**src/rtl/onehot_decoder_seq.sv**
```systemverilog
// Registered binary-to-one-hot decoder with valid/ready select input,
// output-valid flag, selectable polarity and an auto-scan strobe mode.
//
// Ports:
//   clk, rst         clock (rising edge), async active-high reset
//   en               block enable; low forces IDLE
//   mode             0 = decode sel, 1 = scan outputs in turn
//   sel_valid/ready  select handshake; ready only in DECODE
//   sel              binary select
//   q                one-hot output, inverted when ACTIVE_LOW
//   q_valid          q carries an active code
//   scan_idx         index currently driven in SCAN
//   wrap             one-cycle pulse when scan_idx returns to 0
module onehot_decoder_seq #(
  parameter int SEL_W      = 2,
  parameter int DWELL      = 4,
  parameter bit ACTIVE_LOW = 1'b0
) (
  input  logic                  clk,
  input  logic                  rst,
  input  logic                  en,
  input  logic                  mode,
  input  logic                  sel_valid,
  output logic                  sel_ready,
  input  logic [SEL_W-1:0]      sel,
  output logic [2**SEL_W-1:0]   q,
  output logic                  q_valid,
  output logic [SEL_W-1:0]      scan_idx,
  output logic                  wrap
);

  localparam int OUT_W = 2**SEL_W;
  localparam int DW_W  = $clog2(DWELL + 1);
  localparam logic [DW_W-1:0] DW_LAST = DW_W'(DWELL - 1);
  localparam logic [OUT_W-1:0] Q_OFF = {OUT_W{ACTIVE_LOW}};

  typedef enum logic [1:0] {
    IDLE   = 2'd0,
    DECODE = 2'd1,
    SCAN   = 2'd2
  } state_t;

  state_t            state;
  logic [DW_W-1:0]   dwell;
  logic [SEL_W-1:0]  idx_nxt;

  // Polarity applied only here, at the value loaded into q.
  function automatic logic [OUT_W-1:0] drive(
    input logic [SEL_W-1:0] i
  );
    return (OUT_W'(1) << i) ^ Q_OFF;
  endfunction

  assign sel_ready = (state == DECODE);
  assign idx_nxt   = scan_idx + 1'b1;

  always_ff @(posedge clk or posedge rst) begin
    if (rst) begin
      state    <= IDLE;
      q        <= Q_OFF;
      q_valid  <= 1'b0;
      scan_idx <= '0;
      dwell    <= '0;
      wrap     <= 1'b0;
    end else begin
      wrap <= 1'b0;
      if (!en) begin
        state    <= IDLE;
        q        <= Q_OFF;
        q_valid  <= 1'b0;
        scan_idx <= '0;
        dwell    <= '0;
      end else if (mode && state != SCAN) begin
        // Scan entry shows index 0 immediately, no wrap.
        state    <= SCAN;
        q        <= drive('0);
        q_valid  <= 1'b1;
        scan_idx <= '0;
        dwell    <= '0;
      end else if (!mode && state != DECODE) begin
        // Decode starts blank until the first transfer.
        state    <= DECODE;
        q        <= Q_OFF;
        q_valid  <= 1'b0;
        scan_idx <= '0;
        dwell    <= '0;
      end else if (state == DECODE) begin
        if (sel_valid) begin
          q       <= drive(sel);
          q_valid <= 1'b1;
        end
      end else begin
        if (dwell == DW_LAST) begin
          dwell    <= '0;
          scan_idx <= idx_nxt;
          q        <= drive(idx_nxt);
          wrap     <= &scan_idx;
        end else begin
          dwell <= dwell + 1'b1;
        end
      end
    end
  end

endmodule
```
**config.mk**
```make
export PLATFORM = sky130hd
export DESIGN_NAME = onehot_decoder_seq
export DESIGN_NICKNAME = d
export VERILOG_FILES = /design/src/rtl/onehot_decoder_seq.sv
export SDC_FILE = /design/constraint.sdc
export NUM_CORES = 1
export LEC_CHECK = 0
export CAP_MARGIN = 10
export CORE_ASPECT_RATIO = 0.9
export CORE_MARGIN = 5
export CORE_UTILIZATION = 45
export CTS_BUF_LIST = sky130_fd_sc_hd__clkbuf_8
export CTS_CLUSTER_DIAMETER = 60
export CTS_CLUSTER_SIZE = 16
export DETAILED_ROUTE_END_ITERATION = 8
export PLACE_DENSITY = 0.77
export RECOVER_POWER = 25
export REMOVE_ABC_BUFFERS = 1
export SYNTH_ARGS = -nofsm -noshare
export SYNTH_HDL_FRONTEND = slang
export SYNTH_SLANG_ARGS = --single-unit
```
**constraint.sdc**
```tcl
create_clock -name clk -period 1.9 [get_ports clk]
set_clock_uncertainty 0.1 [all_clocks]
set_input_delay 0.57 -clock clk [delete_from_list [all_inputs] [get_ports clk]]
set_output_delay 0.57 -clock clk [all_outputs]
set_load 0.02 [all_outputs]
```
==> results.txt <==
The max-capacitance violation count is 0. The ratio of routed vias to standard cells came out at 5.58. The global-route usage over all layers came out at 17.6%. CTS placed an instance of sky130_fd_sc_hd__clkbuf_8 at the clock tree root. The layout has 108 filler cells. The effective utilization at floorplan is 48.1%.

Leaving out fill and tap cells, the most frequent cell in the layout is sky130_fd_sc_hd__buf_4. The count of buffer and inverter cells on the critical path came out at 1. The power per unit of standard cell area is 604 nW/um2.

The register-to-register setup slack is 0.21 ns. In the layout the commonest cells are sky130_fd_sc_hd__buf_4, sky130_fd_sc_hd__dfrtp_1, sky130_fd_sc_hd__nor2_1. The largest single stage delay on the critical path is 0.61 ns. STA classifies the critical path startpoint as a register. The total congestion overflow after global routing is 0. The number of global-route vias before repair came out at 621. The final worst hold slack is 0.400 ns. The worst hold path terminates at q[0]. The DRC violations left is 0. The number of clock buffers inserted by TritonCTS is 3. The final critical delay including setup and external delays came out at 1.88 ns.

The synthesized area per cell is 9.92 um2. In the final layout, flip-flops and latches occupy 325 um2. The detail-routed net length per standard cell is 15.7 um. At the worst endpoint, the arrival time is 1.21 ns. The initialized floorplan defines 13 standard-cell rows. The number of I/O pins came out at 16. The area growth from synthesis to layout is 48.7%. The endpoint identified for the worst register-to-register timing path is q[3]. The largest voltage drop on the vdd net is 0.386 mV. Input and output buffers added on the ports amount to 15. The number of slew-limit violations in the final report is 0. Setup repair after global routing left no endpoint under its margin. The startpoint identified for the worst hold timing path is q[0].

The number of nets in the layout came out at 113. After synthesis the netlist holds a flip-flop and latch count of 13. The later pin in the worst-skew pair is clocked with a latency of 0.24 ns. The CTS H-tree depth came out at 1. The vertical extent of the die is 47.5 um. The count of placed standard cells in the final layout, fillers left out came out at 118.

Setup violations remaining at the end of the flow were counted as 0. The count of inserted antenna diode cells came out at 0. Traced cell by cell, the critical path runs through clkdlybuf4s50_1.

Cells with a size suffix above 1 make up 25.2% of the layout. The total negative slack is 0 ns. The TritonCTS clock tree is built. The area of the core is 1460 um2. The first global-routing pass estimated 3080 um of wire. The setup path with the least slack is of type reg -> out.

The number of antenna violations at the first check in global routing came out at 0. The nature of the critical path endpoint is a primary output. The clock transition at the registers of the reported paths is 0.06 ns. The overall via count from detail_route is 659. The first TritonRoute pass finished after 4 iterations. The cell depth of the worst min-delay path is 2. The detailed placement HPWL is 1390 um.

The cell with the biggest individual delay on the critical path is sky130_fd_sc_hd__clkdlybuf4s50_1. After layout, the worst path uses 99.0% of the clock period. The warning count from the yosys run came out at 0.

For this design the static power due to leakage is 0.583 nW. For this block, the initial DRC count from the detailed router was 18. The die outline width is 51.7 um. The final number of hold-violating endpoints came to 0. The number of buffers on the longest clock path came out at 2. The total instance count after detailed placement is 114. The remaining max-slew budget at the tightest pin is 67.0%. The number of cell instances on the worst register-to-register path came out at 5. The cell area that synthesis handed to floorplanning was 704 um2.

The post-synthesis cell count is 71. The count of nets left with antenna violations once routing finished came out at 0. On the critical path the largest part of the delay comes from buffers and inverters. The count of different cell masters after synthesis came out at 30. The transition time at the pin with the least slew margin is 0.495 ns.

The area taken by multi-input logic gates is 369 um2. The total routed wirelength is 1860 um. The launch instance of the worst register-to-register path is state[1]. The tightest min-delay check is of the reg -> reg type. The routability congestion estimate is 0.811. The highest achievable clock rate is 532 MHz. The sequential cell area fraction in the yosys report is 46.2%. The number of sinks on the clock net is 13. The count of buffers added by post-CTS timing repair for setup is 0. The die outline area is 2460 um2. The critical-path maximum fanout came out at 2. The run finished with clean final reports. Entering global routing, the biggest net connects 14 pins. The endpoint required time on the critical path came out at 1.23 ns.
-- logic make-up (layout without fill, tap and decap cells) --
kind of cell	after synthesis	in the layout	share of synthesized area (%)
buffers and inverters	6	38	4.26
muxes	1	1	1.60
adders and majority gates	2	2	3.55
AOI/OAI and AO/OA	17	17	18.3
and+or+nand+nor	32	32	26.1
DFF	13	13	46.2
-- worst max-delay path by stage --
stage / from / end / slack [ns] / cells past startpoint
finish: q[0] / q[0] / 0.02 / 1
global route: q[0] / q[0] / 0.0009 / 1
CTS: scan_idx[1] / scan_idx[1] / 0.007 / 1
detailed placement: mode / q[1] / -0.23 / 6
global placement: mode / q[2] / -0.20 / 6
floorplan: mode / q[3] / 0.13 / 4
-- cell usage after synthesis --
library cell | instances | area share [%]
sky130_fd_sc_hd__a21oi_1 | 2 | 1.4
sky130_fd_sc_hd__nand2_1 | 5 | 2.7
sky130_fd_sc_hd__ha_1 | 2 | 3.6
sky130_fd_sc_hd__a22oi_1 | 2 | 2.1
sky130_fd_sc_hd__o21ai_1 | 1 | 0.71
sky130_fd_sc_hd__o32ai_4 | 1 | 3.9
sky130_fd_sc_hd__a32oi_1 | 1 | 1.2
sky130_fd_sc_hd__and2b_1 | 1 | 1.1
sky130_fd_sc_hd__and2_1 | 1 | 0.89
sky130_fd_sc_hd__or3b_4 | 1 | 1.6
sky130_fd_sc_hd__and4bb_2 | 1 | 1.8
sky130_fd_sc_hd__a22o_1 | 1 | 1.2
sky130_fd_sc_hd__nand2b_1 | 2 | 1.8
sky130_fd_sc_hd__clkbuf_1 | 1 | 0.53
sky130_fd_sc_hd__and3_1 | 2 | 1.8
sky130_fd_sc_hd__inv_1 | 4 | 2.1
sky130_fd_sc_hd__nor2b_1 | 2 | 1.8
sky130_fd_sc_hd__dfrtp_1 | 13 | 46
sky130_fd_sc_hd__nor2_1 | 10 | 5.3
sky130_fd_sc_hd__buf_6 | 1 | 1.6
sky130_fd_sc_hd__nor4bb_1 | 1 | 1.4
sky130_fd_sc_hd__nand3b_1 | 1 | 1.1
sky130_fd_sc_hd__nand4b_1 | 1 | 1.2
sky130_fd_sc_hd__o31ai_1 | 2 | 2.1
sky130_fd_sc_hd__a31o_2 | 1 | 1.2
sky130_fd_sc_hd__nand3_1 | 1 | 0.71
sky130_fd_sc_hd__nand4bb_1 | 1 | 1.6
sky130_fd_sc_hd__o21ai_0 | 6 | 4.3
sky130_fd_sc_hd__nor3_1 | 2 | 1.4
sky130_fd_sc_hd__mux2_2 | 1 | 1.6
-- state kept, by name, summed over array words and instances (netlist names) --
signal and cells:
q 4, dwell 3, scan_idx 2, state 2, q_valid 1, wrap 1
-- final cells by class --
cell class	count	area share, %
clock buffer	3	3.94
clock inverter	1	0.358
inverter	4	1.43
multi-input combinational	52	35.2
sequential	13	31.1
tap	15	1.79
timing repair buffer	30	26.2
-- metal layers --
layer | track usage (%) | up-vias | routed length (um)
met5 | 0 | - | 0
met4 | 6.28 | 0 | 23
met3 | 5.92 | 4 | 101
met2 | 27.7 | 22 | 883
met1 | 23.1 | 316 | 849
li1 | - | 317 | -
-- where the power goes --
| part | leakage [nW] | internal, W | switching, W |
|---|---|---|---|
| Combinational | 0.379 | 0.0000521 | 0.0000514 |
| Clock | 0.0269 | 0.000143 | 0.0000985 |
| Sequential | 0.177 | 0.000284 | 0.00000437 |
-- stage by stage --
stage	cell area (um2)	utilization, %	power, W	setup slack (ns)
detailed placement	971	66.3	0.000392	-0.228
global placement	971	66.3	0.000389	-0.199
floorplan	689	-	0.000334	0.134
finish	1050	71.5	0.000633	0.0193
global route	1050	71.5	0.000660	0.000874
CTS	1010	69.3	0.000631	0.00655
-- timing repair --
action                                  CTS  global route
resized for setup                         1            12
gates cloned                              0             0
hold buffers                              0             0
endpoints found under the setup margin    1             9
No activity file was read; power rests on OpenSTA's default activity.
